==> config.mk <==
export PLATFORM = sky130hd
export DESIGN_NAME = sram_arbiter_flat
export DESIGN_NICKNAME = d
export VERILOG_FILES = /design/src/rtl/sram_arbiter_if.sv /design/src/rtl/sram_arbiter.sv /design/src/flat_wrapper.sv
export SDC_FILE = /design/constraint.sdc
export NUM_CORES = 1
export LEC_CHECK = 0
export BUFFER_PORTS_ARGS = -buffer_cell sky130_fd_sc_hd__clkbuf_2
export CAP_MARGIN = 20
export CORE_AREA = 2 2 106 108
export CTS_BUF_LIST = sky130_fd_sc_hd__clkbuf_4 sky130_fd_sc_hd__clkbuf_8 sky130_fd_sc_hd__clkbuf_16
export CTS_CLUSTER_SIZE = 40
export DETAILED_ROUTE_END_ITERATION = 8
export DIE_AREA = 0 0 108 110
export MAX_ROUTING_LAYER = met4
export PLACE_DENSITY = 0.79
export SYNTH_ARGS = -nofsm -noshare
export SYNTH_HDL_FRONTEND = slang
export SYNTH_SLANG_ARGS = --single-unit
==> constraint.sdc <==
create_clock -name clk -period 5.85 [get_ports clk]
set_input_delay 0.2925 -clock clk [delete_from_list [all_inputs] [get_ports clk]]
set_output_delay 0.2925 -clock clk [all_outputs]
set_load 0.02 [all_outputs]
==> src/rtl/sram_arbiter_if.sv <==
// sram_arbiter_if: request/response and SRAM bus bundle
// shared by the pipeline requesters and the SRAM arbiter.
interface sram_arbiter_if;
    logic        inst_req;
    logic [31:0] inst_addr;
    logic        inst_addr_ok;
    logic        inst_data_ok;
    logic [31:0] inst_rdata;
    logic        inst_resp_ready;

    logic        data_req;
    logic        data_wr;
    logic [3:0]  data_wstrb;
    logic [31:0] data_addr;
    logic [31:0] data_wdata;
    logic        data_addr_ok;
    logic        data_data_ok;
    logic [31:0] data_rdata;
    logic        data_resp_ready;

    logic        sram_en;
    logic [3:0]  sram_we;
    logic [31:0] sram_addr;
    logic [31:0] sram_wdata;
    logic [31:0] sram_rdata;

    modport master (
        output inst_req, inst_addr, inst_resp_ready,
        output data_req, data_wr, data_wstrb,
        output data_addr, data_wdata, data_resp_ready,
        output sram_rdata,
        input  inst_addr_ok, inst_data_ok, inst_rdata,
        input  data_addr_ok, data_data_ok, data_rdata,
        input  sram_en, sram_we, sram_addr, sram_wdata
    );

    modport slave (
        input  inst_req, inst_addr, inst_resp_ready,
        input  data_req, data_wr, data_wstrb,
        input  data_addr, data_wdata, data_resp_ready,
        input  sram_rdata,
        output inst_addr_ok, inst_data_ok, inst_rdata,
        output data_addr_ok, data_data_ok, data_rdata,
        output sram_en, sram_we, sram_addr, sram_wdata
    );
endinterface

==> src/rtl/sram_arbiter.sv <==
// sram_arbiter: single-port SRAM shared by IF and EX,
// data-first with bounded fetch starvation.
module sram_arbiter #(
    parameter int MAX_DATA_STREAK = 4
) (
    input logic       clk,
    input logic       reset,
    sram_arbiter_if.slave bus
);

    localparam logic [3:0] STREAK_MAX = 4'(MAX_DATA_STREAK);

    logic        live;
    logic        fly_inst;
    logic        fly_data;
    logic        hold_inst_valid;
    logic        hold_data_valid;
    logic [31:0] hold_inst_data;
    logic [31:0] hold_data_data;
    logic [3:0]  streak;

    logic        elig_inst;
    logic        elig_data;
    logic        grant_inst;
    logic        grant_data;
    logic        streak_hit;

    // Eligibility and grant; nothing is granted until one
    // full cycle after reset release.
    always_comb begin
        elig_inst  = 1'b0;
        elig_data  = 1'b0;
        grant_inst = 1'b0;
        grant_data = 1'b0;
        streak_hit = (streak == STREAK_MAX);
        elig_inst  = live && bus.inst_req && !hold_inst_valid
                     && !(fly_inst && !bus.inst_resp_ready);
        elig_data  = live && bus.data_req && !hold_data_valid
                     && !(fly_data && !bus.data_resp_ready);
        grant_data = elig_data && !(elig_inst && streak_hit);
        grant_inst = elig_inst && !grant_data;
    end

    // SRAM command mux.
    always_comb begin
        bus.inst_addr_ok = grant_inst;
        bus.data_addr_ok = grant_data;
        bus.sram_en      = grant_inst | grant_data;
        bus.sram_we      = 4'h0;
        bus.sram_addr    = bus.inst_addr;
        bus.sram_wdata   = bus.data_wdata;
        if (grant_data) begin
            bus.sram_addr = bus.data_addr;
            if (bus.data_wr) begin
                bus.sram_we = bus.data_wstrb;
            end
        end
    end

    // Responses come from the holding buffer first, else
    // straight from the SRAM read port.
    always_comb begin
        bus.inst_data_ok = hold_inst_valid | fly_inst;
        bus.data_data_ok = hold_data_valid | fly_data;
        bus.inst_rdata   = hold_inst_valid ? hold_inst_data
                                           : bus.sram_rdata;
        bus.data_rdata   = hold_data_valid ? hold_data_data
                                           : bus.sram_rdata;
    end

    // Reset-release guard: blocks grants for one cycle.
    always_ff @(posedge clk or posedge reset) begin
        if (reset) begin
            live <= 1'b0;
        end else begin
            live <= 1'b1;
        end
    end

    // In-flight flags follow the grants by one cycle.
    always_ff @(posedge clk or posedge reset) begin
        if (reset) begin
            fly_inst <= 1'b0;
            fly_data <= 1'b0;
        end else begin
            fly_inst <= grant_inst;
            fly_data <= grant_data;
        end
    end

    // Inst holding buffer: catch a response IF cannot take.
    always_ff @(posedge clk or posedge reset) begin
        if (reset) begin
            hold_inst_valid <= 1'b0;
            hold_inst_data  <= 32'h0;
        end else if (fly_inst && !bus.inst_resp_ready) begin
            hold_inst_valid <= 1'b1;
            hold_inst_data  <= bus.sram_rdata;
        end else if (hold_inst_valid && bus.inst_resp_ready) begin
            hold_inst_valid <= 1'b0;
        end
    end

    // Data holding buffer: catch a response EX cannot take.
    always_ff @(posedge clk or posedge reset) begin
        if (reset) begin
            hold_data_valid <= 1'b0;
            hold_data_data  <= 32'h0;
        end else if (fly_data && !bus.data_resp_ready) begin
            hold_data_valid <= 1'b1;
            hold_data_data  <= bus.sram_rdata;
        end else if (hold_data_valid && bus.data_resp_ready) begin
            hold_data_valid <= 1'b0;
        end
    end

    // Consecutive data grants while a fetch is waiting.
    always_ff @(posedge clk or posedge reset) begin
        if (reset) begin
            streak <= 4'h0;
        end else if (grant_inst || !bus.inst_req) begin
            streak <= 4'h0;
        end else if (grant_data && !streak_hit) begin
            streak <= streak + 4'h1;
        end
    end

endmodule
==> src/flat_wrapper.sv <==
// flat-port wrapper written by rule: the top's interface ports become plain ports
module sram_arbiter_flat 
#(
    parameter int MAX_DATA_STREAK = 4
)
  (clk, reset, bus_inst_req, bus_inst_addr, bus_inst_resp_ready, bus_data_req, bus_data_wr, bus_data_wstrb, bus_data_addr, bus_data_wdata, bus_data_resp_ready, bus_sram_rdata, bus_inst_addr_ok, bus_inst_data_ok, bus_inst_rdata, bus_data_addr_ok, bus_data_data_ok, bus_data_rdata, bus_sram_en, bus_sram_we, bus_sram_addr, bus_sram_wdata);
  sram_arbiter_if bus_i ();
  input logic clk;
  input logic reset;
  input wire logic [$bits(bus_i.inst_req)-1:0] bus_inst_req;
  input wire logic [$bits(bus_i.inst_addr)-1:0] bus_inst_addr;
  input wire logic [$bits(bus_i.inst_resp_ready)-1:0] bus_inst_resp_ready;
  input wire logic [$bits(bus_i.data_req)-1:0] bus_data_req;
  input wire logic [$bits(bus_i.data_wr)-1:0] bus_data_wr;
  input wire logic [$bits(bus_i.data_wstrb)-1:0] bus_data_wstrb;
  input wire logic [$bits(bus_i.data_addr)-1:0] bus_data_addr;
  input wire logic [$bits(bus_i.data_wdata)-1:0] bus_data_wdata;
  input wire logic [$bits(bus_i.data_resp_ready)-1:0] bus_data_resp_ready;
  input wire logic [$bits(bus_i.sram_rdata)-1:0] bus_sram_rdata;
  output wire logic [$bits(bus_i.inst_addr_ok)-1:0] bus_inst_addr_ok;
  output wire logic [$bits(bus_i.inst_data_ok)-1:0] bus_inst_data_ok;
  output wire logic [$bits(bus_i.inst_rdata)-1:0] bus_inst_rdata;
  output wire logic [$bits(bus_i.data_addr_ok)-1:0] bus_data_addr_ok;
  output wire logic [$bits(bus_i.data_data_ok)-1:0] bus_data_data_ok;
  output wire logic [$bits(bus_i.data_rdata)-1:0] bus_data_rdata;
  output wire logic [$bits(bus_i.sram_en)-1:0] bus_sram_en;
  output wire logic [$bits(bus_i.sram_we)-1:0] bus_sram_we;
  output wire logic [$bits(bus_i.sram_addr)-1:0] bus_sram_addr;
  output wire logic [$bits(bus_i.sram_wdata)-1:0] bus_sram_wdata;
  assign bus_i.inst_req = bus_inst_req;
  assign bus_i.inst_addr = bus_inst_addr;
  assign bus_i.inst_resp_ready = bus_inst_resp_ready;
  assign bus_i.data_req = bus_data_req;
  assign bus_i.data_wr = bus_data_wr;
  assign bus_i.data_wstrb = bus_data_wstrb;
  assign bus_i.data_addr = bus_data_addr;
  assign bus_i.data_wdata = bus_data_wdata;
  assign bus_i.data_resp_ready = bus_data_resp_ready;
  assign bus_i.sram_rdata = bus_sram_rdata;
  assign bus_inst_addr_ok = bus_i.inst_addr_ok;
  assign bus_inst_data_ok = bus_i.inst_data_ok;
  assign bus_inst_rdata = bus_i.inst_rdata;
  assign bus_data_addr_ok = bus_i.data_addr_ok;
  assign bus_data_data_ok = bus_i.data_data_ok;
  assign bus_data_rdata = bus_i.data_rdata;
  assign bus_sram_en = bus_i.sram_en;
  assign bus_sram_we = bus_i.sram_we;
  assign bus_sram_addr = bus_i.sram_addr;
  assign bus_sram_wdata = bus_i.sram_wdata;
  sram_arbiter #(.MAX_DATA_STREAK(MAX_DATA_STREAK)) u_core (.clk(clk), .reset(reset), .bus(bus_i));
endmodule
==> out/metrics.yaml, run 1 <==
outcome: "completed"
yosysSeqAreaShare_pct: 42.39
critPathMaxFanout: 34
grt_pass1_vias: 3567
ant_nets: 0
coreArea_sq_um: 10700
pwr-share-clk_pct: 25.6
crit_buf_inv: 2
relSlewSlack_pct: 31.16
post_cts_resized: 0
antenna_cells: 0
synth-simple-area-share_pct: 12.57
rr_worst_depth: 4
ys.flop_type: "dfrtp_1"
cp_data_arrival_time_ps: 2960
clkLatencyLatePin_ps: 330
drtPass1Iterations: 4
p_switching_uw: 484.0
wl_per_cell_um: 16.95
cts_setup_buffers: 0
fin_skew_ps: 6.409
cts_made_buffers: 9
dieArea_sq_um: 11880
power_frac_comb_pct: 30.1
rr_startpoint: "u_core.fly_inst"
gp_congestion: 1.030
critPathTopFamily: "simple AND/OR/NAND/NOR gates"
yosysWarnings: 0
cts_buffer_depth: 2
initial_utilization_pct: 40.28
crit_path_start_kind: "register"
synth_xor_area_share_pct: 0
finalPower_mw: 1.515
finalCritPeriodShare_pct: 55.55
tns_ps: 0
cts_root_buf: "clkbuf_8"
htree_levels: 3
std_cell_rows: 38
grt_first_pass_wirelength_um: 18750
crit_type: "register to output pin"
synth.distinct_cells: 31
route.detailed.drc: 0
synth_compound_area_share_pct: 1.161
grt_max_degree: 74
ys_async_sr_fraction_pct: 100.0
rsz0062_at_grt: "false"
numClockSinks: 73
synth_mux_area_share_pct: 34.58
r2r_slack_ps: 3670
grt.total_usage_pct: 20.89
synth_top_area_share_pct: 42.39
ys_seq_elements: 73
yosysMostFrequentCell: "mux2_2"
hpwl_um: 8783
yosys-top-cells-area: "dfrtp_1 42%, mux2_2 27%, nand2_1 8.8%"
syn_inst: 393
yosysTopAreaCell: "dfrtp_1"
antenna_found_initial: 0
synthAdderAreaFrac_pct: 0.5807
fin_crit_ps: 3250
grt_overflow: 0
setup_viol: 0
yosys-top-cells-count: "104 x mux2_2, 101 x nand2_1, 73 x dfrtp_1"
post_dp_cell_area_sq_um: 5228
via_per_inst: 4.945
drt-total-wl_um: 12030
drt_iter0_drc: 159
syn-cell-area_sq_um: 4309
vdd_drop_max_uv: 214.9
swShare_pct: 31.96
cts_tree: "yes"
pin_count: 276
cp.depth: 6
syn_nets: 534
cp-startpoint: "u_core.fly_inst"
cp_slowest_cell: "nor2b_4"
drive_above_1_share_pct: 62.11
die_height_um: 110
hold_class: "input port to register"
p_seq_share_pct: 44.3
ctsHoldBuffers: 0
io_buffers: 211
syn_avg_cell_area_sq_um: 10.96
design.final.nets: 708
num_vias: 3511
synth_top_family_by_area: "multiplexers"
min_from: "bus_data_resp_ready"
crit_path_end: "bus_sram_addr[28]"
p_per_area_nw_per_um2: 278.7
slew_viol_final: 0
die_w_um: 108
r2r-end: "u_core.fly_data"
finalHoldViolCount: 0
syn2layout_area_growth_pct: 26.13
cp.required_ps: 5560
intPower_mw: 1.031
clock.fmax_ghz: 0.3077
cap_violations: 0
max_slew.worst_pin.slew_ps: 1030
clk_pin_slew_ps: 80
crit_chain: "nor2b_4, nor3_1, a21oi_4, buf_12, mux2_1, clkbuf_2"
end_kind: "output pin"
final_area_sq_um: 5435
p_leak_nw: 2.830
synth_edf_count: 0
slowest_delay_ps: 830
[metal layers]
layer / vias to the layer above / track usage, % / share of wire, %
met5: - / - / 0
met2: 140 / 32.26 / 47
met3: 18 / 4.468 / 7.3
met1: 1709 / 28.23 / 45
met4: 0 / 5.220 / 0.97
li1: 1644 / - / -
[area by class of cell]
type | count | area (sq um)
fill | 965 | 5263
sequential | 73 | 1827
inverter | 3 | 11.26
timing repair buffer | 217 | 1114
tap | 140 | 175.2
clock inverter | 3 | 42.54
clock buffer | 11 | 145.1
multi-input combinational | 263 | 2121
[worst min path at each step]
stage	end	slack, ps	cells after the start
finish	u_core.hold_data_valid	150	2
global route	u_core.hold_data_valid	150	2
CTS	u_core.hold_data_valid	130	2
detailed placement	u_core.hold_data_data[13]	460	2
global placement	u_core.hold_data_data[30]	450	2
floorplan	u_core.hold_data_valid	360	1
[state kept, by name (all words and copies together) (netlist names)]
name,count
u_core.hold_data_data,32
u_core.hold_inst_data,32
u_core.streak,4
u_core.fly_data,1
u_core.fly_inst,1
u_core.hold_data_valid,1
u_core.hold_inst_valid,1
u_core.live,1
[kinds of logic after synthesis]
kind of cell	Yosys count
DFF	73
muxes	129
and+or+nand+nor	126
adders and majority gates	2
buffers and inverters	57
AOI/OAI and AO/OA	5
other	1
[layout by cell type (no fill, tap or decap)]
master      count
or3_4           1
inv_1           2
nor2b_4         1
dfrtp_1        73
nor2b_1         2
inv_2           1
mux2_1         15
or3_1           1
a21oi_4         1
nand2b_1        1
buf_4           5
conb_1          1
clkbuf_2      211
clkinv_2        1
nand2_1       101
ha_1            2
nor3_1          2
mux2_2        104
clkbuf_4        1
mux2_4         10
bufinv_16       1
or2_2           2
o31a_1          1
and3b_1         1
nor2b_2         1
or4_1           1
buf_12          1
a31o_2          2
clkinvlp_4      1
a21boi_0        1
nand3_1         2
clkbuf_8       10
and3_1          5
nor4_1          1
nor2_1          1
nor3b_1         2
nor4b_1         1
[through the flow]
step	hold WS, ps	util, %	instances	setup WS, ps
final	146.1	50.81	710	2600
after global routing	145.5	50.81	710	2419
after CTS	128.0	50.62	709	2164
after detailed placement	458.0	48.87	695	2473
after global placement	451.6	48.87	695	2590
after floorplan	358.1	-	393	3640
[power groups by stage]
stage	registers, mW	clock network, mW	logic (mW)
after floorplan	0.656	0	0.350
after global placement	0.668	0	0.444
after detailed placement	0.678	0	0.457
after CTS	0.670	0.402	0.458
after global routing	0.683	0.421	0.496
final	0.671	0.388	0.456
Power figures use the tool's default switching activity.
==> run 2, diff against run 1 <==
--- a/config.mk
+++ b/config.mk
@@ -5,15 +5,16 @@
 export SDC_FILE = /design/constraint.sdc
 export NUM_CORES = 1
 export LEC_CHECK = 0
+export ABC_AREA = 1
 export BUFFER_PORTS_ARGS = -buffer_cell sky130_fd_sc_hd__clkbuf_2
 export CAP_MARGIN = 20
-export CORE_AREA = 2 2 106 108
+export CORE_AREA = 2 2 108 110
 export CTS_BUF_LIST = sky130_fd_sc_hd__clkbuf_4 sky130_fd_sc_hd__clkbuf_8 sky130_fd_sc_hd__clkbuf_16
 export CTS_CLUSTER_SIZE = 40
 export DETAILED_ROUTE_END_ITERATION = 8
-export DIE_AREA = 0 0 108 110
+export DIE_AREA = 0 0 110 112
 export MAX_ROUTING_LAYER = met4
-export PLACE_DENSITY = 0.79
+export PLACE_DENSITY = 0.75
 export SYNTH_ARGS = -nofsm -noshare
 export SYNTH_HDL_FRONTEND = slang
 export SYNTH_SLANG_ARGS = --single-unit
==> constraint.sdc (replaced) <==
create_clock -name clk -period 3.3 [get_ports clk]
set_input_delay 0.165 -clock clk [delete_from_list [all_inputs] [get_ports clk]]
set_output_delay 0.165 -clock clk [all_outputs]
set_load 0.02 [all_outputs]
==> out/metrics.yaml, run 2 <==
fin_skew_ps: 12.85  # +6.438 ps
r2r-end: "u_core.fly_data"
design.final.nets: 888  # +25%
cp_slowest_cell: "nand2_1"
rr_worst_depth: 5  # +1
setup_viol: 0  # unchanged
initial_utilization_pct: 37.31  # -3.0 points
post_cts_resized: 0  # unchanged
syn_nets: 730  # +37%
relSlewSlack_pct: 36.11  # +4.9 points
tns_ps: 0  # unchanged
coreArea_sq_um: 11170  # +4.5%
crit_type: "register to output pin"
numClockSinks: 73  # unchanged
critPathTopFamily: "simple AND/OR/NAND/NOR gates"
final_area_sq_um: 5358  # -1.4%
finalPower_mw: 2.934  # +94%
syn_inst: 589  # +50%
pin_count: 276  # unchanged
synth_edf_count: 0  # unchanged
yosys-top-cells-count: "212 x nand2_1, 129 x o21ai_0, 73 x dfrtp_1"
grt_overflow: 0  # unchanged
yosys-top-cells-area: "dfrtp_1 44%, nand2_1 19%, o21ai_0 15%"
crit_path_end: "bus_sram_addr[11]"
cp_data_arrival_time_ps: 2740  # -220 ps
vdd_drop_max_uv: 265.4  # +23%
ys_seq_elements: 73  # unchanged
cap_violations: 0  # unchanged
cts_setup_buffers: 0  # unchanged
crit_path_start_kind: "register"
grt_first_pass_wirelength_um: 17230  # -8.1%
ys_async_sr_fraction_pct: 100.0  # unchanged
cts_root_buf: "clkbuf_16"
dieArea_sq_um: 12320  # +3.7%
wl_per_cell_um: 12.05  # -29%
end_kind: "output pin"
post_dp_cell_area_sq_um: 5032  # -3.7%
hold_depth: 2  # unchanged
crit_buf_inv: 3  # +1
slowest_delay_ps: 630  # -200 ps
drt-total-wl_um: 10790  # -10%
crit_top_cell: "nand2_1"
p_per_area_nw_per_um2: 547.7  # +97%
yosysWarnings: 0  # unchanged
hpwl_um: 7751  # -12%
r2r_slack_ps: 1270  # -2400 ps
min_from: "bus_data_resp_ready"
grt_pass1_vias: 3691  # +3.5%
critPathMaxFanout: 33  # -2.9%
ant_nets: 0  # unchanged
gp_congestion: 0.7616  # -26%
clock.fmax_ghz: 0.3446
cp.depth: 8  # +2
outcome: "completed"
crit_chain: "inv_1, ha_1, nand3_2, nand2_1, buf_4, nand2_1, nand2_1, clkbuf_2"
synth.distinct_cells: 18  # -42%
cp.required_ps: 3130  # -2430 ps
ys.flop_type: "dfrtp_1"
cp-startpoint: "u_core.streak[0]"
grt_use_met2_pct: 27.16  # -5.1 points
fillers: 1147  # +19%
fin_crit_ps: 2902
synth_top_area_share_pct: 43.82  # +1.4 points
grt_max_degree: 74  # unchanged
rsz0062_at_grt: "false"
cts_tree: "yes"
drive_above_1_share_pct: 32.45  # -30 points
placedCellCount: 879  # +26%
clk_pin_slew_ps: 50  # -30 ps
drt_iter0_drc: 186  # +17%
std_cell_rows: 39  # +2.6%
rr_startpoint: "u_core.streak[0]"
via_per_inst: 4.666  # -5.6%
finalHoldViolCount: 0  # unchanged
max_slew.worst_pin.slew_ps: 958.4  # -71.96 ps
yosysTopAreaCell: "dfrtp_1"
reg.largest.list: "u_core.hold_data_data (32), u_core.hold_inst_data (32), u_core.streak (4)"
fin_util_pct: 47.95  # -2.9 points
yosysMostFrequentCell: "nand2_1"
top_usage_layer: "met2"
htree_levels: 3  # unchanged
syn_avg_cell_area_sq_um: 7.078  # -35%
final_cell_mix: "212 x nand2_1, 211 x clkbuf_2, 129 x o21ai_0"
clkLatencyLatePin_ps: 330  # about the same
route.detailed.drc: 0  # unchanged
die_w_um: 110  # +1.9%
antenna_found_initial: 0  # unchanged
io_buffers: 211  # unchanged
finalCritPeriodShare_pct: 87.94
final_common_cell: "nand2_1"
antenna_cells: 0  # unchanged
cts_made_buffers: 9  # unchanged
yosysSeqAreaShare_pct: 43.82  # +1.4 points
grt.total_usage_pct: 17.93  # -3.0 points
syn-cell-area_sq_um: 4169  # -3.3%
hold_class: "input port to register"
grtUsageMet1_pct: 24.47  # -3.8 points
grt.met3_usage_pct: 4.040  # -0.43 points
die_height_um: 112  # +1.8%
cts_buffer_depth: 2  # unchanged
slew_viol_final: 0  # unchanged
final_cells: 895  # +26%
num_vias: 4176  # +19%
ctsHoldBuffers: 0  # unchanged
p_leak_nw: 2.972  # +5.0%
syn2layout_area_growth_pct: 28.51
drtPass1Iterations: 4  # unchanged
-- run 2: cell types whose count changed after synthesis, moves of 4 or more --
cell and change:
inv_1 +39, and3_1 -5, nor2b_1 -4, nand3_1 +35, mux2_4 -10, nor2_1 +10
mux2_1 -15, nand2_1 +111, o21ai_0 +129, mux2_2 -104, clkbuf_1 +12, inv_2 +4
buf_2 +5
-- run 2: metrics by stage --
stage,setup slack (ps),hold WS (ps)
2_1_floorplan,1282,228.1
3_5_place_dp,727.7,330.1
4_1_cts,371.8,14.21
6_report,397.9,29.60
5_1_grt,41.10,35.51
3_3_place_gp,788.4,330.1
-- run 2: per-layer routing --
layer	wire (um)	vias to the layer above	part of all wire, %
met1	5098	1874	47
met5	0	-	0
li1	-	2153	-
met3	669	10	6.2
met2	4955	139	46
met4	64	0	0.59
-- run 2: final cells by class --
class	count	area, sq um	area share, %
flip-flops and latches	73	1829	34.14
well taps	143	178.9	3.340
clock inverters	7	100.1	1.868
multi-input cells	401	1758	32.81
clock buffers	9	225.2	4.204
repair buffers	216	1094	20.41
inverters	46	172.7	3.223
-- run 2: logic make-up after synthesis --
group                      synth area share (%)
other                                   0.08995
DFF                                       43.82
and+or+nand+nor                           25.75
buffers and inverters                     14.02
AOI/OAI and AO/OA                         15.73
adders and majority gates                0.6001
-- run 2: worst min path at each step --
stage	endpoint
final	u_core.hold_data_valid
after global placement	bus_sram_wdata[10]
after global routing	u_core.hold_data_valid
after CTS	u_core.hold_data_valid
after floorplan	u_core.hold_data_valid
after detailed placement	bus_sram_wdata[10]
-- run 2: power breakdown --
| part | switching, mW | internal (mW) |
|---|---|---|
| registers | 0.0984 | 1.08 |
| clock network | 0.388 | 0.669 |
| logic | 0.452 | 0.250 |
